## src/rtl/alu_req_sequencer_if.sv

```systemverilog
// Request/response handshake bundle for alu_req_sequencer; master is the
// requester/consumer side, slave is the sequencer.
interface alu_req_sequencer_if #(
  parameter int TAG_W = 4
) ();
  logic             req_valid;
  logic             req_ready;
  logic [3:0]       req_op;
  logic [31:0]      req_a;
  logic [31:0]      req_b;
  logic [TAG_W-1:0] req_tag;

  logic             rsp_valid;
  logic             rsp_ready;
  logic [31:0]      rsp_result;
  logic             rsp_zero;
  logic             rsp_illegal;
  logic [TAG_W-1:0] rsp_tag;

  modport master (
    output req_valid, req_op, req_a, req_b, req_tag, rsp_ready,
    input  req_ready, rsp_valid, rsp_result, rsp_zero, rsp_illegal, rsp_tag
  );

  modport slave (
    input  req_valid, req_op, req_a, req_b, req_tag, rsp_ready,
    output req_ready, rsp_valid, rsp_result, rsp_zero, rsp_illegal, rsp_tag
  );
endinterface

```

## src/rtl/alu_req_sequencer.sv

```systemverilog
// Issue/track stage around a registered 32-bit ALU, returning each result in a
// tagged response FIFO; credit admission keeps the FIFO from ever overflowing.
module alu_req_sequencer #(
  parameter int TAG_W     = 4,
  parameter int RES_DEPTH = 4
) (
  input  logic                clk,
  input  logic                clear,
  alu_req_sequencer_if.slave  bus,
  output logic [31:0]         alu_in0,
  output logic [31:0]         alu_in1,
  output logic [3:0]          control_signal,
  input  logic [31:0]         alu_out,
  input  logic                zero_flag
);

  localparam int PTR_W = $clog2(RES_DEPTH);
  localparam int CNT_W = PTR_W + 1;
  localparam int SUM_W = CNT_W + 1;
  localparam logic [SUM_W-1:0] DEPTH_C = SUM_W'(RES_DEPTH);
  localparam logic [3:0] FIRST_ILLEGAL_OP = 4'd10;

  typedef struct packed {
    logic [31:0]      result;
    logic             zero;
    logic             illegal;
    logic [TAG_W-1:0] tag;
  } rsp_entry_t;

  // Issue stage S1
  logic             s1_valid_q, s1_valid_d;
  logic [3:0]       s1_op_q, s1_op_d;
  logic [31:0]      s1_a_q, s1_a_d;
  logic [31:0]      s1_b_q, s1_b_d;
  logic [TAG_W-1:0] s1_tag_q, s1_tag_d;

  // Track stage S2, aligned with the ALU output register
  logic             s2_valid_q, s2_valid_d;
  logic [TAG_W-1:0] s2_tag_q, s2_tag_d;
  logic             s2_illegal_q, s2_illegal_d;

  // Response FIFO
  rsp_entry_t       mem_q [RES_DEPTH];
  rsp_entry_t       mem_d [RES_DEPTH];
  logic [PTR_W-1:0] wr_ptr_q, wr_ptr_d;
  logic [PTR_W-1:0] rd_ptr_q, rd_ptr_d;
  logic [CNT_W-1:0] count_q, count_d;

  logic             req_ready_q, req_ready_d;
  logic             rsp_valid_q, rsp_valid_d;

  logic             accept_s;
  logic             push_s;
  logic             pop_s;
  logic [SUM_W-1:0] credit_sum_s;
  rsp_entry_t       head_s;
  rsp_entry_t       push_entry_s;

  // Handshake qualifiers and S1/S2 next state
  always_comb begin
    accept_s     = bus.req_valid && req_ready_q;
    push_s       = s2_valid_q;
    pop_s        = rsp_valid_q && bus.rsp_ready;

    s1_valid_d   = accept_s;
    s1_op_d      = s1_op_q;
    s1_a_d       = s1_a_q;
    s1_b_d       = s1_b_q;
    s1_tag_d     = s1_tag_q;
    if (accept_s) begin
      s1_op_d  = bus.req_op;
      s1_a_d   = bus.req_a;
      s1_b_d   = bus.req_b;
      s1_tag_d = bus.req_tag;
    end else begin
      s1_op_d  = s1_op_q;
    end

    s2_valid_d   = s1_valid_q;
    s2_tag_d     = s1_tag_q;
    s2_illegal_d = (s1_op_q >= FIRST_ILLEGAL_OP);
  end

  // FIFO storage, pointers and occupancy next state
  always_comb begin
    push_entry_s.result  = alu_out;
    push_entry_s.zero    = zero_flag;
    push_entry_s.illegal = s2_illegal_q;
    push_entry_s.tag     = s2_tag_q;

    for (int i = 0; i < RES_DEPTH; i++) begin
      mem_d[i] = mem_q[i];
    end
    if (push_s) begin
      mem_d[wr_ptr_q] = push_entry_s;
    end else begin
      mem_d[wr_ptr_q] = mem_q[wr_ptr_q];
    end

    wr_ptr_d = push_s ? (wr_ptr_q + PTR_W'(1)) : wr_ptr_q;
    rd_ptr_d = pop_s  ? (rd_ptr_q + PTR_W'(1)) : rd_ptr_q;

    case ({push_s, pop_s})
      2'b10:   count_d = count_q + CNT_W'(1);
      2'b01:   count_d = count_q - CNT_W'(1);
      default: count_d = count_q;
    endcase
  end

  // Credit is evaluated on next-state values so the registered ready equals
  // the occupancy-plus-in-flight rule applied to the current registers.
  always_comb begin
    credit_sum_s = SUM_W'(count_d) + SUM_W'(s1_valid_d) + SUM_W'(s2_valid_d);
    req_ready_d  = (credit_sum_s < DEPTH_C);
    rsp_valid_d  = (count_d != CNT_W'(0));
  end

  // Pipeline and FIFO state registers
  always_ff @(posedge clk or posedge clear) begin
    if (clear) begin
      s1_valid_q   <= 1'b0;
      s1_op_q      <= 4'd0;
      s1_a_q       <= 32'd0;
      s1_b_q       <= 32'd0;
      s1_tag_q     <= '0;
      s2_valid_q   <= 1'b0;
      s2_tag_q     <= '0;
      s2_illegal_q <= 1'b0;
      for (int i = 0; i < RES_DEPTH; i++) begin
        mem_q[i] <= '0;
      end
      wr_ptr_q     <= '0;
      rd_ptr_q     <= '0;
      count_q      <= '0;
      req_ready_q  <= 1'b1;
      rsp_valid_q  <= 1'b0;
    end else begin
      s1_valid_q   <= s1_valid_d;
      s1_op_q      <= s1_op_d;
      s1_a_q       <= s1_a_d;
      s1_b_q       <= s1_b_d;
      s1_tag_q     <= s1_tag_d;
      s2_valid_q   <= s2_valid_d;
      s2_tag_q     <= s2_tag_d;
      s2_illegal_q <= s2_illegal_d;
      for (int i = 0; i < RES_DEPTH; i++) begin
        mem_q[i] <= mem_d[i];
      end
      wr_ptr_q     <= wr_ptr_d;
      rd_ptr_q     <= rd_ptr_d;
      count_q      <= count_d;
      req_ready_q  <= req_ready_d;
      rsp_valid_q  <= rsp_valid_d;
    end
  end

  assign head_s          = mem_q[rd_ptr_q];

  assign alu_in0         = s1_a_q;
  assign alu_in1         = s1_b_q;
  assign control_signal  = s1_op_q;

  assign bus.req_ready   = req_ready_q;
  assign bus.rsp_valid   = rsp_valid_q;
  assign bus.rsp_result  = head_s.result;
  assign bus.rsp_zero    = head_s.zero;
  assign bus.rsp_illegal = head_s.illegal;
  assign bus.rsp_tag     = head_s.tag;

endmodule

```

## src/flat_wrapper.sv

```systemverilog
// flat-port wrapper written by rule: the top's interface ports become plain ports
module alu_req_sequencer_flat 
#(
  parameter int TAG_W     = 4,
  parameter int RES_DEPTH = 4
)
  (clk, clear, alu_in0, alu_in1, control_signal, alu_out, zero_flag, bus_req_valid, bus_req_op, bus_req_a, bus_req_b, bus_req_tag, bus_rsp_ready, bus_req_ready, bus_rsp_valid, bus_rsp_result, bus_rsp_zero, bus_rsp_illegal, bus_rsp_tag);
  alu_req_sequencer_if #(.TAG_W(TAG_W)) bus_i ();
  input  logic clk;
  input  logic clear;
  output logic [31:0] alu_in0;
  output logic [31:0] alu_in1;
  output logic [3:0] control_signal;
  input  logic [31:0] alu_out;
  input  logic zero_flag;
  input wire logic [$bits(bus_i.req_valid)-1:0] bus_req_valid;
  input wire logic [$bits(bus_i.req_op)-1:0] bus_req_op;
  input wire logic [$bits(bus_i.req_a)-1:0] bus_req_a;
  input wire logic [$bits(bus_i.req_b)-1:0] bus_req_b;
  input wire logic [$bits(bus_i.req_tag)-1:0] bus_req_tag;
  input wire logic [$bits(bus_i.rsp_ready)-1:0] bus_rsp_ready;
  output wire logic [$bits(bus_i.req_ready)-1:0] bus_req_ready;
  output wire logic [$bits(bus_i.rsp_valid)-1:0] bus_rsp_valid;
  output wire logic [$bits(bus_i.rsp_result)-1:0] bus_rsp_result;
  output wire logic [$bits(bus_i.rsp_zero)-1:0] bus_rsp_zero;
  output wire logic [$bits(bus_i.rsp_illegal)-1:0] bus_rsp_illegal;
  output wire logic [$bits(bus_i.rsp_tag)-1:0] bus_rsp_tag;
  assign bus_i.req_valid = bus_req_valid;
  assign bus_i.req_op = bus_req_op;
  assign bus_i.req_a = bus_req_a;
  assign bus_i.req_b = bus_req_b;
  assign bus_i.req_tag = bus_req_tag;
  assign bus_i.rsp_ready = bus_rsp_ready;
  assign bus_req_ready = bus_i.req_ready;
  assign bus_rsp_valid = bus_i.rsp_valid;
  assign bus_rsp_result = bus_i.rsp_result;
  assign bus_rsp_zero = bus_i.rsp_zero;
  assign bus_rsp_illegal = bus_i.rsp_illegal;
  assign bus_rsp_tag = bus_i.rsp_tag;
  alu_req_sequencer #(.TAG_W(TAG_W), .RES_DEPTH(RES_DEPTH)) u_core (.clk(clk), .clear(clear), .bus(bus_i), .alu_in0(alu_in0), .alu_in1(alu_in1), .control_signal(control_signal), .alu_out(alu_out), .zero_flag(zero_flag));
endmodule
```

## config.mk

```make
export PLATFORM = sky130hd
export DESIGN_NAME = alu_req_sequencer_flat
export DESIGN_NICKNAME = d
export VERILOG_FILES = /design/src/rtl/alu_req_sequencer_if.sv /design/src/rtl/alu_req_sequencer.sv /design/src/flat_wrapper.sv
export SDC_FILE = /design/constraint.sdc
export NUM_CORES = 1
export LEC_CHECK = 0
export CAP_MARGIN = 20
export CELL_PAD_IN_SITES_DETAIL_PLACEMENT = 1
export CELL_PAD_IN_SITES_GLOBAL_PLACEMENT = 1
export CORE_UTILIZATION = 40
export CTS_CLUSTER_SIZE = 10
export DETAILED_ROUTE_END_ITERATION = 12
export PLACE_DENSITY = 0.81
export SYNTH_ARGS = -nofsm -noshare
export SYNTH_HDL_FRONTEND = slang
export SYNTH_SLANG_ARGS = --single-unit
```

## constraint.sdc

```tcl
create_clock -name clk -period 26.3 [get_ports clk]
set_input_delay 5.26 -clock clk [delete_from_list [all_inputs] [get_ports clk]]
set_output_delay 5.26 -clock clk [all_outputs]
set_load 0.1 [all_outputs]
```

==> metrics.md, run 1 <==
| Metric | Value |
|---|---|
| Largest net degree at the start of global routing | `99` |
| Post-DP HPWL | `19200 um` |
| Nets@finish | `about 1100` |
| Crit path time final | `around 8500 ps` |
| EDFF count, synth | `0` |
| Cts bufs inserted | `28` |
| Critical Path End Type | `primary output` |
| Total grt overflow | `0` |
| Setup violations, final | `0` |
| Status | `complete, no violations` |
| Die Ht | `between 150 and 200 um` |
| Number of global-route vias before repair | `8591` |
| Post-Syn Area | `between 10000 and 15000 sq um` |
| Crit-path max FO | `39` |
| Pre-antenna DRT Iters | `4` |
| Initial antenna violation count | `0` |
| Worst-path clk slew | `about 60 ps` |
| Initial core utilization | `40.8%` |
| Fmax | `between 100 and 150 MHz` |
| # DRC | `0` |
| Gr usage total | `21.9%` |
| RePlAce Congestion | `0.751` |
| Fillcell total | `2798` |
| DR vias/cell | `approximately 5.5` |
| Max cap viols | `0` |
| Required time worst endpoint | `21040 ps` |
| Worst Skew | `about 13 ps` |
| Utilization after layout | `about 52%` |
| Rows | `61` |
| Synthesis-stage register bit count | `240` |
| CTS root buf | `clkbuf_16` |
| Data arrival, critical path | `3210 ps` |
| Synth Instances | `approximately 800` |
| Area growth, synth to finish | `28.7%` |
| Iter 0 DRT Violations | `409` |
| Setup TNS Final | `0 ps` |
| Synth Warn # | `0` |
| Mean area per synthesized cell | `14.0 sq um` |
| Commonest non-fill, non-tap cell in the layout | `dfrtp_1` |
| Slew Viols, Final | `0` |
| CP Launch Type | `register` |
| Crit share post-route | `32.2%` |
| Clock Sinks | `240` |
| Syn_nets | `932` |
| IO Count | `217` |
| WL final | `just over 30000 um` |
| Core Region | `27900 sq um` |
| Main synth FF type | `dfrtp_1` |
| Layout cells sized above 1 | `29.2%` |
| CTS tree | `built` |
| N_diodes | `0` |
| Setup bufs post-CTS | `0` |
| Hold buffer count at cts | `0` |
| Number of buffers added on ports | `216` |
| Post-synth cell types | `34` |
| Die width | `around 170 um` |
| Post-CTS sizing | `0` |
| Post-synthesis sequential area ratio | `52.7%` |
| Least-Margin Pin Slew | `1130 ps` |
| Clock Tree Buf Depth | `3` |
| Routed Antenna Nets | `0` |
| Commonest cells after routing, fill and taps aside | `234 x dfrtp_1, 216 x clkdlybuf4s50_1, 175 x mux2_2, 64 x nor2_1, 64 x a31oi_1` |
| WL/cell | `22.2 um` |
| Critical path class | `reg2out` |
| Die area | `29200 sq um` |
| Total number of vias | `7727` |
| Hold crit path type | `reg2reg` |
| Slew HR | `roughly a quarter` |
| Final hold vios | `0` |
| H-tree levels | `1` |
| RSZ-0062 raised after global routing | `no` |
| Ys async rst share | `100%` |
| Worst skew pair latency | `540 ps` |
| First-pass GRT wire length | `49300 um` |
-- cell type report --
class / count / area, sq um / area share [%]
inverters: 7 / 33.8 / 0.230
multi-input cells: 507 / 5040 / 34.4
clock buffers: 45 / 826 / 5.63
well taps: 378 / 473 / 3.23
repair buffers: 227 / 2270 / 15.5
flip-flops and latches: 240 / 6020 / 41.0
-- state kept, by name (all words and copies together), names as in the netlist --
signal and cells:
u_core.mem_q 152, u_core.alu_in0 32, u_core.alu_in1 32, u_core.control_signal 4, u_core.s1_tag_q 4, u_core.s2_tag_q 4, u_core.count_q 3, u_core.rd_ptr_q 2
u_core.wr_ptr_q 2, u_core.bus.req_ready 1, u_core.bus.rsp_valid 1, u_core.push_s 1, u_core.s1_valid_q 1, u_core.s2_illegal_q 1
-- kinds of logic after synthesis --
logic type      count (synthesis)  share of synthesized area, %
mux                           274                          30.4
simple gates                  113                          4.44
compound gates                108                          8.06
xor+xnor                        5                         0.385
fa+ha+maj                       7                         0.835
flops                         240                          52.7
buf+inv                        69                          3.19
-- worst paths after layout --
kind / startpoint / endpoint / slack (ps) / cells after the start
worst max-delay path: u_core.rd_ptr_q[1]$_DFFE_PP0P_ / bus_rsp_illegal / 17830 / 2
worst min-delay path: u_core.s1_tag_q[0]$_DFFE_PP0P_ / u_core.s2_tag_q[0]$_DFF_PP0_ / 370 / 0
worst max register to register: u_core.wr_ptr_q[1]$_DFFE_PP0P_ / u_core.mem_q[42]$_DFFE_PP0P_ / 23440 / 3
worst min register to register: u_core.s1_tag_q[0]$_DFFE_PP0P_ / u_core.s2_tag_q[0]$_DFF_PP0_ / 370 / 0
max in group asynchronous: clear / u_core.rd_ptr_q[0]$_DFFE_PP0P_ / 19360 / 4
min in group asynchronous: clear / u_core.alu_in0[30]$_DFFE_PP0P_ / 5220 / 2
-- synthesized netlist by cell type (5+ instances only) --
| cell type | instances | area, sq um |
|---|---|---|
| mux4_2 | 38 | 856 |
| a22oi_2 | 5 | 62.6 |
| clkbuf_1 | 24 | 90.1 |
| nand2_1 | 18 | 67.6 |
| buf_2 | 25 | 125 |
| inv_1 | 7 | 26.3 |
| dfrtp_1 | 239 | 5980 |
| a31oi_1 | 64 | 400 |
| nor2b_1 | 23 | 144 |
| ha_1 | 6 | 75.1 |
| nor2_1 | 64 | 240 |
| mux2i_1 | 44 | 440 |
| a22oi_1 | 11 | 82.6 |
| a221oi_2 | 22 | 330 |
| buf_6 | 6 | 67.6 |
| mux2_2 | 175 | 1970 |
| mux2_1 | 17 | 191 |
-- metrics by stage --
step                      cells  area, sq um  hold WS (ps)  setup WS (ps)
after floorplan             816        11400           350          14450
after global placement     1357        13800           356          18060
after detailed placement   1358        13800           359          17990
after CTS                  1403        14600           373          17780
after global routing       1404        14700           377          17720
final                      1404        14700           367          17830
-- worst max-delay path, cell delays in order, from the launching register on --
cell and delay [ps]:
dfrtp_2 1110, mux4_2 370, clkdlybuf4s50_1 1190
-- per-layer routing --
layer | wire length, um | share of wire, % | GRT usage (%) | up-vias
li1 | - | - | - | 3414
met5 | 0 | 0 | 0 | -
met4 | 486 | 1.6 | 4.62 | 0
met1 | 12600 | 40 | 27.0 | 4006
met2 | 15700 | 50 | 38.2 | 263
met3 | 2430 | 7.8 | 6.34 | 44
Power of run 1 is not shown: default switching activity piles up to over one toggle a cycle in this logic, so the estimate is an artifact.
==> run 2, diff against run 1 <==
clock period = 8.3 ns   (was 26.3 ns; I/O delays follow)
==> run 2 against run 1 <==
Design area about the same. Wire length about the same. Via count decreased by 1.1%. First-iteration DRC count increased by 13%. Die area unchanged. Final cell count unchanged. Global-route usage about the same. Clock skew increased by 9.3 ps. Flip-flop and latch count unchanged. Largest cell class unchanged.
==> metrics.md, run 2 (synthesized netlist as in run 1, its figures left out) <==
| Metric | Value |
|---|---|
| R2r setup slk | `5620 ps (was 23440 ps)` |
| Crit path time final | `4870 ps` |
| Area of the multi-input gates | `5040 sq um (unchanged)` |
| Worst skew pair latency | `550 ps (was 540 ps)` |
| Fmax | `between 200 and 250 MHz` |
| RePlAce Congestion | `0.743 (was 0.751)` |
| Die width | `171 um (unchanged)` |
| WHS Path Cells | `0 (unchanged)` |
| Status | `complete, no violations (unchanged)` |
| Initial core utilization | `40.8% (unchanged)` |
| Area growth, synth to finish | `28.6% (was 28.7%)` |
| Final hold vios | `0 (unchanged)` |
| # DRC | `0 (unchanged)` |
| Gr usage total | `22.0% (was 21.9%)` |
| Slew Viols, Final | `0 (unchanged)` |
| Hold wc startpoint | `u_core.s1_tag_q[0]$_DFFE_PP0P_ (unchanged)` |
| Commonest non-fill, non-tap cell in the layout | `dfrtp_1 (unchanged)` |
| Core Region | `27900 sq um (unchanged)` |
| Rows | `61 (unchanged)` |
| Critical path class | `reg2out (unchanged)` |
| Setup TNS Final | `0 ps (unchanged)` |
| Data arrival, critical path | `3210 ps (about the same)` |
| First-pass GRT wire length | `49300 um (about the same)` |
| Clock Tree Buf Depth | `3 (unchanged)` |
| Slew HR | `24.7% (was 24.5%)` |
| WL final | `31200 um (about the same)` |
| Clock Sinks | `240 (unchanged)` |
| Least-Margin Pin Slew | `1130 ps (about the same)` |
| Hold buffer count at cts | `0 (unchanged)` |
| Nets@finish | `1126 (was 1127)` |
| Critical Path End Type | `primary output (unchanged)` |
| Total number of vias | `7641 (was 7727)` |
| R2r endpoint | `u_core.mem_q[123]$_DFFE_PP0P_ (was u_core.mem_q[42]$_DFFE_PP0P_)` |
| Reg2Reg Depth | `4 (was 3)` |
| Worst-path clk slew | `60 ps (about the same)` |
| Pre-antenna DRT Iters | `4 (unchanged)` |
| Fillcell total | `2739 (was 2798)` |
| DR vias/cell | `5.44 (was 5.50)` |
| Number of flip-flops in the largest register | `152 (unchanged)` |
| Largest net degree at the start of global routing | `94 (was 99)` |
| Crit share post-route | `58.7%` |
| Worst Skew | `22.2 ps (was 12.9 ps)` |
| Die Ht | `171 um (unchanged)` |
| Setup bufs post-CTS | `0 (unchanged)` |
| CTS root buf | `clkbuf_16 (unchanged)` |
| Routed Antenna Nets | `0 (unchanged)` |
| Post-DP HPWL | `19000 um (was 19200 um)` |
| R2R Path Start | `u_core.wr_ptr_q[1]$_DFFE_PP0P_ (unchanged)` |
| Die area | `29200 sq um (unchanged)` |
| WL/cell | `22.2 um (about the same)` |
| Initial antenna violation count | `0 (unchanged)` |
| Reg area | `6020 sq um (unchanged)` |
| Total grt overflow | `0 (unchanged)` |
| Layout cells sized above 1 | `29.2% (unchanged)` |
| N_diodes | `0 (unchanged)` |
| Crit-path max FO | `39 (unchanged)` |
| IO Count | `217 (unchanged)` |
| Post-CTS sizing | `0 (unchanged)` |
| Iter 0 DRT Violations | `463 (was 409)` |
| Required time worst endpoint | `6640 ps (was 21040 ps)` |
| Cts bufs inserted | `29 (was 28)` |
| Most flop-heavy register | `u_core.mem_q (unchanged)` |
| CTS tree | `built (unchanged)` |
| Hold crit path type | `reg2reg (unchanged)` |
| Number of buffers added on ports | `216 (unchanged)` |
| Hold WS | `379 ps (was 367 ps)` |
| RSZ-0062 raised after global routing | `no (unchanged)` |
| CP Launch Type | `register (unchanged)` |
| Setup violations, final | `0 (unchanged)` |
| Hold worst-path end | `u_core.s2_tag_q[0]$_DFF_PP0_ (unchanged)` |
| Max cap viols | `0 (unchanged)` |
| Commonest cells after routing, fill and taps aside | `234 x dfrtp_1, 216 x clkdlybuf4s50_1, 175 x mux2_2, 64 x nor2_1, 64 x a31oi_1 (unchanged)` |
| H-tree levels | `1 (unchanged)` |
| Number of global-route vias before repair | `8651 (was 8591)` |
==> run 2: changes by cell type in the layout (fill, tap and decap cells not counted) <==
cell	previous run	this run
inv_6	0	1
buf_8	1	0
inv_16	0	1
buf_16	1	0
==> run 2: critical path: stages, from the launching register on <==
cell             delay [ps]
dfrtp_2                1080
mux4_2                  390
clkdlybuf4s50_1        1140
==> run 2: worst max path at each step <==
| stage | startpoint | endpoint | slack, ps | depth (start not counted) |
|---|---|---|---|---|
| after detailed placement | u_core.rd_ptr_q[1]$_DFFE_PP0P_ | bus_rsp_result[24] | 3970 | 2 |
| after floorplan | clear | u_core.alu_in0[0]$_DFFE_PP0P_ | 50 | 1 |
| after global placement | u_core.rd_ptr_q[0]$_DFFE_PP0P_ | bus_rsp_result[24] | 4040 | 2 |
| final | u_core.rd_ptr_q[1]$_DFFE_PP0P_ | bus_rsp_result[8] | 3430 | 2 |
| after global routing | u_core.rd_ptr_q[0]$_DFFE_PP0P_ | bus_rsp_result[24] | 3300 | 2 |
| after CTS | u_core.rd_ptr_q[1]$_DFFE_PP0P_ | bus_rsp_illegal | 3370 | 2 |
==> run 2: layout make-up <==
| type | instances | area share (%) |
|---|---|---|
| Multi-Input combinational cell | 507 | 34.4 |
| Inverter | 7 | 0.231 |
| Sequential cell | 240 | 41.1 |
| Timing Repair Buffer | 225 | 15.2 |
| Clock buffer | 45 | 5.64 |
| Clock inverter | 2 | 0.196 |
| Tap cell | 378 | 3.23 |
==> run 2: per-stage QoR <==
step	area [sq um]	worst slack, ps	util [%]	std cells
2_1_floorplan	11400	53.5	-	816
3_3_place_gp	13800	4040	49.4	1357
3_5_place_dp	13800	3970	49.4	1357
4_1_cts	14600	3370	52.4	1404
5_1_grt	14600	3300	52.4	1404
6_report	14600	3430	52.4	1404
==> run 2: metal layers <==
layer  track usage (%)  part of all wire (%)
met1              26.5                    41
met2              39.0                    51
met3              6.18                   7.3
met4              4.50                   1.3
met5                 0                     0
Power of run 2 is left out for the same reason.
==> run 3, diff against run 2 <==
CORE_UTILIZATION = 39   (was 40)
PLACE_DENSITY = 0.82   (was 0.81)
clock period = 4.4 ns   (was 8.3 ns; I/O delays follow)
==> run 3 against run 2 <==
Design area decreased by 0.10%. Flip-flop and latch count unchanged. Clock skew decreased by 13 ps. Register-to-register slack got worse by 4000 ps. First-iteration DRC count decreased by 34%. Global-route usage decreased by 1.2 points. Via count decreased by 0.30%. Utilization decreased by 1.5 points. Wire length decreased by 3.2%. Setup slack got worse by 2500 ps. Critical endpoint is now bus_rsp_result[17].
==> metrics.md, run 3 (synthesized netlist as in run 1, its figures left out) <==
| Metric | Value |
|---|---|
| Crit share post-route | `79.4%` |
| Slowest stage cell, crit path | `clkdlybuf4s50_1 (unchanged)` |
| Die width | `173 um (was 171 um)` |
| # DRC | `0 (unchanged)` |
| Crit-path max FO | `10 (was 39)` |
| Slew Viols, Final | `0 (unchanged)` |
| DR vias/cell | `5.38 (was 5.44)` |
| Crit path time final | `approximately 3500 ps` |
| CP Launch Type | `register (unchanged)` |
| RePlAce Congestion | `0.726 (was 0.743)` |
| Final Non-Filler Cells | `1416 (was 1404)` |
| Gr usage total | `20.7% (was 22.0%)` |
| CTS tree | `built (unchanged)` |
| Layout cells sized above 1 | `32.3% (was 29.2%)` |
| Total grt overflow | `0 (unchanged)` |
| Clock Sinks | `240 (unchanged)` |
| Rows | `62 (was 61)` |
| IO Count | `217 (unchanged)` |
| Data arrival, critical path | `2610 ps (was 3210 ps)` |
| CTS root buf | `clkbuf_16 (unchanged)` |
| RSZ-0062 raised after global routing | `no (unchanged)` |
| Post-DP HPWL | `19600 um (was 19000 um)` |
| Pre-antenna DRT Iters | `4 (unchanged)` |
| Die area | `29900 sq um (was 29200 sq um)` |
| Max cap viols | `0 (unchanged)` |
| WHS Path Cells | `0 (unchanged)` |
| Number of flip-flops in the largest register | `152 (unchanged)` |
| Reg2Reg Depth | `3 (was 4)` |
| Routed Antenna Nets | `0 (unchanged)` |
| PnR worst setup slack | `907 ps (was 3430 ps)` |
| Cell Area, Placed | `13800 sq um (about the same)` |
| Worst Skew | `9.65 ps (was 22.2 ps)` |
| Least-Margin Pin Slew | `1060 ps (was 1130 ps)` |
| Largest net degree at the start of global routing | `106 (was 94)` |
| Commonest cells after routing, fill and taps aside | `234 x dfrtp_1, 187 x clkdlybuf4s50_1, 175 x mux2_2, 64 x nor2_1, 64 x a31oi_1 (was 234 x dfrtp_1, 216 x clkdlybuf4s50_1, 175 x mux2_2, 64 x nor2_1, 64 x a31oi_1)` |
| Worst skew pair latency | `540 ps (was 550 ps)` |
| Setup violations, final | `0 (unchanged)` |
| Number of buffers added on ports | `216 (unchanged)` |
| Die Ht | `173 um (was 171 um)` |
| Number of global-route vias before repair | `8771 (was 8651)` |
| Post-CTS sizing | `0 (unchanged)` |
| Clock Tree Buf Depth | `3 (unchanged)` |
| Max incr delay on CP | `1130 ps (was 1140 ps)` |
| Setup bufs post-CTS | `0 (unchanged)` |
| Status | `complete, no violations (unchanged)` |
| Core Region | `28700 sq um (was 27900 sq um)` |
| Area growth, synth to finish | `28.4% (was 28.6%)` |
| Placed insts | `1369 (was 1357)` |
| Critical Path End Type | `primary output (unchanged)` |
| Final Cell Area | `14600 sq um (about the same)` |
| WL/cell | `21.3 um (was 22.2 um)` |
| Iter 0 DRT Violations | `306 (was 463)` |
| Required time worst endpoint | `3520 ps (was 6640 ps)` |
| Final hold vios | `0 (unchanged)` |
| Fmax | `286 MHz` |
| Initial core utilization | `39.7% (was 40.8%)` |
| Nets@finish | `1131 (was 1126)` |
| Worst-path clk slew | `60 ps (about the same)` |
| N_diodes | `0 (unchanged)` |
| Total number of vias | `7618 (was 7641)` |
| H-tree levels | `1 (unchanged)` |
| Cts bufs inserted | `28 (was 29)` |
| Critical path class | `reg2out (unchanged)` |
| WL final | `30200 um (was 31200 um)` |
| Slew HR | `29.0% (was 24.7%)` |
| Hold buffer count at cts | `0 (unchanged)` |
| First-pass GRT wire length | `49300 um (about the same)` |
| Cell Chain, Critical Path | `mux4_2 -> clkdlybuf4s50_1 (unchanged)` |
| Setup TNS Final | `0 ps (unchanged)` |
| Hold crit path type | `reg2reg (unchanged)` |
| Most flop-heavy register | `u_core.mem_q (unchanged)` |
| Commonest non-fill, non-tap cell in the layout | `dfrtp_1 (unchanged)` |
| Initial antenna violation count | `1 (was 0)` |
| Dpl ws | `1260 ps (was 3970 ps)` |
[run 3: layer usage]
metal	up-vias	track usage, %	routed length, um
li1	3433	-	-
met1	3899	25.1	12200
met2	239	36.0	15000
met3	45	6.07	2210
met4	2	5.49	702
met5	-	0	13
[run 3: final cells by class]
cell class	count	area [sq um]
clock buffers	47	823
repair buffers	231	2240
multi-input cells	507	5040
flip-flops and latches	240	6020
well taps	384	480
fillers	2877	14100
inverters	7	30.0
[run 3: worst max-delay path: cells and delay by family, from the launching register on]
family	cells	cell delay, ps
DFF	1	570
muxes	1	370
buffers and inverters	1	1130
[run 3: per-stage QoR]
stage	util (%)	hold WS, ps
3_3_place_gp	48.1	358
2_1_floorplan	-	350
6_report	51.0	373
4_1_cts	51.0	372
5_1_grt	51.0	392
3_5_place_dp	48.1	363
[run 3: path summary, 6_finish.rpt]
path	start	slack, ps	end
worst max register to register	u_core.wr_ptr_q[1]$_DFFE_PP0P_	1600	u_core.mem_q[29]$_DFFE_PP0P_
max in group asynchronous	clear	2550	u_core.mem_q[54]$_DFFE_PP0P_
worst min register to register	u_core.s1_tag_q[3]$_DFFE_PP0P_	370	u_core.s2_tag_q[3]$_DFF_PP0_
min in group asynchronous	clear	780	u_core.alu_in0[27]$_DFFE_PP0P_
worst max-delay path	u_core.rd_ptr_q[0]$_DFFE_PP0P_	910	bus_rsp_result[17]
worst min-delay path	u_core.s1_tag_q[3]$_DFFE_PP0P_	370	u_core.s2_tag_q[3]$_DFF_PP0_
Power of run 3 is left out for the same reason.
==> edit 1, RTL diff (settings of run 2) <==
Take the reset off `s1_tag_q` and `s2_tag_q` and load them in a clocked block of their own.
--- a/src/rtl/alu_req_sequencer.sv
+++ b/src/rtl/alu_req_sequencer.sv
@@ -123,7 +123,5 @@
       s1_a_q       <= 32'd0;
       s1_b_q       <= 32'd0;
-      s1_tag_q     <= '0;
       s2_valid_q   <= 1'b0;
-      s2_tag_q     <= '0;
       s2_illegal_q <= 1'b0;
       for (int i = 0; i < RES_DEPTH; i++) begin
@@ -140,7 +138,5 @@
       s1_a_q       <= s1_a_d;
       s1_b_q       <= s1_b_d;
-      s1_tag_q     <= s1_tag_d;
       s2_valid_q   <= s2_valid_d;
-      s2_tag_q     <= s2_tag_d;
       s2_illegal_q <= s2_illegal_d;
       for (int i = 0; i < RES_DEPTH; i++) begin
@@ -153,4 +149,9 @@
       rsp_valid_q  <= rsp_valid_d;
     end
+  end
+
+  always_ff @(posedge clk) begin
+    s1_tag_q <= s1_tag_d;
+    s2_tag_q <= s2_tag_d;
   end
 
Function: no difference found for any inputs over 4 cycles, from zero or initial values; that may be too few to reach the edited logic, so the function may still have changed.
==> edit 1 against run 2 <==
- sequential cell count did not move
- clock skew down 9.4 ps
- wire length is 3.6% lower
- worst setup slack gained 25 ps
- cell count decreased by 0.36%
- design area down 0.56%
- global-route usage fell by 0.88 points
- via count down 0.14%
- synthesized area hardly changed
- first-iteration DRC count is 34% lower
- die area about the same
- highest routed layer unchanged
Power is left out: the tool's default activity adds up to more than one toggle a clock period on the data nets, which glitch-free logic cannot reach.
==> edit 1: results (changes against run 2) <==
- Largest net degree at the start of global routing: 129 (+37%)
- Status: finished, final reports clean
- First-pass GRT wire length: 47.9 mm (-2.9%)
- Placed cell area: 13800 sq um (about the same)
- Hpwl dp: 19.3 mm (+1.3%)
- Total GRT Usage: 21.1% (-0.88 points)
- Commonest cells post-synth: dfrtp_1 (231), mux2_2 (186), a31oi_1 (68), nor2_1 (68), mux2i_1 (42)
- Clock skew: 12.7 ps (-9.45 ps)
- Clock buffer count from CTS: 28 (-3.4%)
- Post-synth EDFFs: 4 (+4)
- Hold endpoint: u_core.s2_tag_q[1]
- Met3 GRT Util: 6.11% (-0.069 points)
- Post-CTS Setup Bufs: 0 (unchanged)
- Worst Setup Slack post-DPL: 3980 ps (+12.8 ps)
- Met1 usage: 25.6% (-0.82 points)
- Relative slew slack: 26.4% (+1.7 points)
- Cell variety after synth: 35 (+2.9%)
- GP Congestion: 0.749 (+0.81%)
- Clock latency at the later pin of the worst-skew pair: 530 ps (-20 ps)
- WHS: 342 ps (-37.1 ps)
- Fraction of registers with async set/reset: 96.7% (-3.3 points)
- Number of global-route vias before repair: 8407 (-2.8%)
- Final Instance Area: 14600 sq um (-0.56%)
- Reg clk slew, reported paths: 60 ps (about the same)
- Number of diodes: 0 (unchanged)
- Hold Crit Depth: 0 (unchanged)
- Flop2flop setup slack: 5520 ps (-100 ps)
- Xor/xnor share of the synthesized area: 0.385% (about the same)
- Hold Crit Start: u_core.s1_tag_q[1]
- FILL cells: 2744 (+0.18%)
- Finished Layout Cells: 1399 (-0.36%)
- R2R cell count: 3 (-1)
- Post-synthesis mux area share: 29.6% (-0.75 points)
- Minimum clock period: 4850 ps (-25.3 ps)
- Met2 GRT Util: 36.8% (-2.2 points)
- Register area share after synthesis: 52.8% (about the same)
- Share of layout cells above drive strength 1: 30.7% (+1.4 points)
- WL met3: 2.22 mm (-3.0%)
- Crit path DAT: 3190 ps (-20 ps)
- Adder and majority gate portion of the synthesized area: 0.835% (about the same)
- Wire length per cell: 21.5 microns (-3.3%)
- DR iter-0 viols: 307 (-34%)
- Met2 WL: 15.1 mm (-4.5%)
- Post-synthesis compound-gate area fraction: 8.53% (+0.47 points)
- Top cells by area, synth: dfrtp_1 (51%), mux2_2 (18%), mux4_2 (7.5%), a31oi_1 (3.7%), mux2i_1 (3.7%)
- Met1 wire length: 12.3 mm (-3.1%)
## edit 1: cell count changes after synthesis, moves of 6 or more
cell	run 2	this run
a22oi_1	11	5
mux2_2	175	186
a22oi_2	5	12
dfrtp_1	239	231
mux2_1	17	0
## edit 1: final cells by class
type                    count  share of cell area, %
flip-flops and latches    240                   41.3
inverters                   7                  0.232
well taps                 378                   3.25
repair buffers            226                   15.4
multi-input cells         507                   34.5
clock buffers              41                   5.36
## edit 1: worst max path at each step
stage                       startpoint            endpoint  depth (start not counted)
global route        u_core.rd_ptr_q[0]  bus_rsp_result[31]                          3
global placement    u_core.rd_ptr_q[0]   bus_rsp_result[1]                          3
detailed placement  u_core.rd_ptr_q[0]  bus_rsp_result[31]                          3
finish              u_core.rd_ptr_q[1]     bus_rsp_illegal                          2
floorplan                        clear   u_core.alu_in0[0]                          1
CTS                 u_core.rd_ptr_q[0]  bus_rsp_result[31]                          3
==> edit 2, RTL diff (settings of run 2) <==
Made on the original files. `TAG_W` is set to 4 in 3 places; all go to 5.
--- a/src/rtl/alu_req_sequencer_if.sv
+++ b/src/rtl/alu_req_sequencer_if.sv
@@ -2,5 +2,5 @@
 // requester/consumer side, slave is the sequencer.
 interface alu_req_sequencer_if #(
-  parameter int TAG_W = 4
+  parameter int TAG_W = 5
 ) ();
   logic             req_valid;
--- a/src/rtl/alu_req_sequencer.sv
+++ b/src/rtl/alu_req_sequencer.sv
@@ -2,5 +2,5 @@
 // tagged response FIFO; credit admission keeps the FIFO from ever overflowing.
 module alu_req_sequencer #(
-  parameter int TAG_W     = 4,
+  parameter int TAG_W     = 5,
   parameter int RES_DEPTH = 4
 ) (
--- a/src/flat_wrapper.sv
+++ b/src/flat_wrapper.sv
@@ -2,5 +2,5 @@
 module alu_req_sequencer_flat 
 #(
-  parameter int TAG_W     = 4,
+  parameter int TAG_W     = 5,
   parameter int RES_DEPTH = 4
 )
Interface: changed (resized bus_req_tag and bus_rsp_tag); port bits go from 217 to 219. The function was not compared with the original's and may differ.
==> edit 2 against run 2 <==
- non-clock buffer count increased by 3
- via count increased by 2.7%
- sequential cell count increased by 6
- synthesized area increased by 3.0%
- worst setup slack improved by 19 ps
- wire length decreased by 0.70%
- critical path type unchanged
- die area increased by 2.9%
- fmax increased by 0.40%
- synthesized cell count increased by 2.6%
- design area increased by 2.2%
Power is left out: the tool's default activity adds up to more than one toggle a clock period on the data nets, which glitch-free logic cannot reach.
==> edit 2: results (changes against run 2) <==
- Status: finished, final reports clean
- Drt total wl: 31.0 mm (-0.70%)
- Placed cell area: 14100 sq um (+2.5%)
- # H-tree levels: 1 (unchanged)
- First-pass GRT wire length: 50.3 mm (+2.2%)
- Antenna violations before repair: 0 (unchanged)
- Total Nets Final: 1150 (+2.1%)
- Register area share after synthesis: 52.5% (-0.24 points)
- Cell variety after synth: 33 (-2.9%)
- Number of global-route vias before repair: 8999 (+4.0%)
- Commonest cells post-synth: dfrtp_1 (245), mux2_2 (123), mux2_1 (72)
- Max reg flops: 156 (+2.6%)
- Setup violators final: 0 (unchanged)
- Clock latency at the later pin of the worst-skew pair: 540 ps
- Clock skew: 14.3 ps (-7.87 ps)
- Share of layout cells above drive strength 1: 24.4% (-4.8 points)
- Critical path peak fanout: 40 (+2.6%)
- Reg clk slew, reported paths: 60 ps (about the same)
- Largest net degree at the start of global routing: 118 (+26%)
- Port buffer count: 218 (+0.93%)
- Via count: 7848 (+2.7%)
- Cell family with most CP delay: buffers and inverters
- Post-cts sizing count: 0 (unchanged)
- Post-synthesis net count: 954 (+2.4%)
- Worst r2r dst: u_core.mem_q[13]
- Max Cap Viol: 0 (unchanged)
- RR Startpoint: u_core.wr_ptr_q[0]
- Synth Warn #: 0 (unchanged)
- Relative slew slack: 25.7% (+0.95 points)
- Number of diodes: 0 (unchanged)
- Hold endpoint: u_core.s2_tag_q[1]
- Max Buffers Root-to-Sink: 3 (unchanged)
- Crit path largest cell delay: 1140 ps (about the same)
- Main synth FF type: dfrtp_1
- HP Class: register to register
- Hpwl dp: 19.6 mm (+3.2%)
- R2R cell count: 4 (unchanged)
- Slowest CP cell: clkdlybuf4s50_1
- WHS: 374 ps (-4.71 ps)
- DR iter-0 viols: 403 (-13%)
- Root buffer cell: clkbuf_16
- Hold Crit Start: u_core.s1_tag_q[1]
- Post-CTS Setup Bufs: 0 (unchanged)
- Fraction of registers with async set/reset: 100% (unchanged)
- GP Congestion: 0.777 (+4.7%)
- Flop2flop setup slack: 5750 ps (+130 ps)
- Register bank with the most flops: u_core.mem_q
- Hold Crit Depth: 0 (unchanged)
- Top cells by area, synth: dfrtp_1 (52%), mux2_2 (12%), mux4_2 (7.5%), mux2_1 (6.9%), mux2i_1 (3.8%)
- Total GRT Usage: 21.1% (-0.87 points)
- Crit path DAT: 3190 ps (-20 ps)
- Clock buffer count from CTS: 29 (unchanged)
- Pre-Repair DR Iteration Count: 4 (unchanged)
-- edit 2: metrics by stage --
| step | instances | setup slack [ps] | util, % |
|---|---|---|---|
| floorplan | 837 | 3410 | - |
| global route | 1433 | 3310 | 52.0 |
| global placement | 1386 | 4020 | 49.1 |
| finish | 1433 | 3450 | 52.0 |
| detailed placement | 1386 | 3980 | 49.1 |
| CTS | 1433 | 3390 | 52.0 |
-- edit 2: cells by family after synthesis --
| family | Yosys count | share of synthesized area [%] |
|---|---|---|
| mux | 278 | 30.0 |
| flops | 246 | 52.5 |
| simple gates | 118 | 4.59 |
| compound gates | 113 | 8.41 |
| buf+inv | 70 | 3.36 |
| fa+ha+maj | 7 | 0.811 |
| xor+xnor | 5 | 0.373 |
-- edit 2: per-layer routing --
| metal | vias up | global-route usage (%) | part of all wire (%) |
|---|---|---|---|
| li1 | 3505 | - | - |
| met3 | 46 | 6.58 | 8.3 |
| met1 | 4041 | 25.1 | 39 |
| met5 | - | 0 | 0 |
| met4 | 0 | 6.12 | 1.9 |
| met2 | 256 | 36.6 | 51 |
-- edit 2: final cells by class --
cell class | instances | area, sq um
inverter | 7 | 30.0
tap | 384 | 480
clock buffer | 46 | 820
multi-input combinational | 521 | 5190
sequential | 246 | 6170
fill | 2812 | 13800
timing repair buffer | 228 | 2270
clock inverter | 1 | 5.00
-- edit 2: how the worst max path moves through the flow --
| stage | from | end | slack (ps) | cells after the start |
|---|---|---|---|---|
| after floorplan | clear | u_core.alu_in0[0] | 3410 | 1 |
| after global placement | u_core.rd_ptr_q[0] | bus_rsp_zero | 4020 | 2 |
| after detailed placement | u_core.rd_ptr_q[0] | bus_rsp_zero | 3980 | 2 |
| after CTS | u_core.rd_ptr_q[0] | bus_rsp_zero | 3390 | 2 |
| after global routing | u_core.rd_ptr_q[0] | bus_rsp_result[9] | 3310 | 2 |
| final | u_core.rd_ptr_q[1] | bus_rsp_illegal | 3450 | 2 |
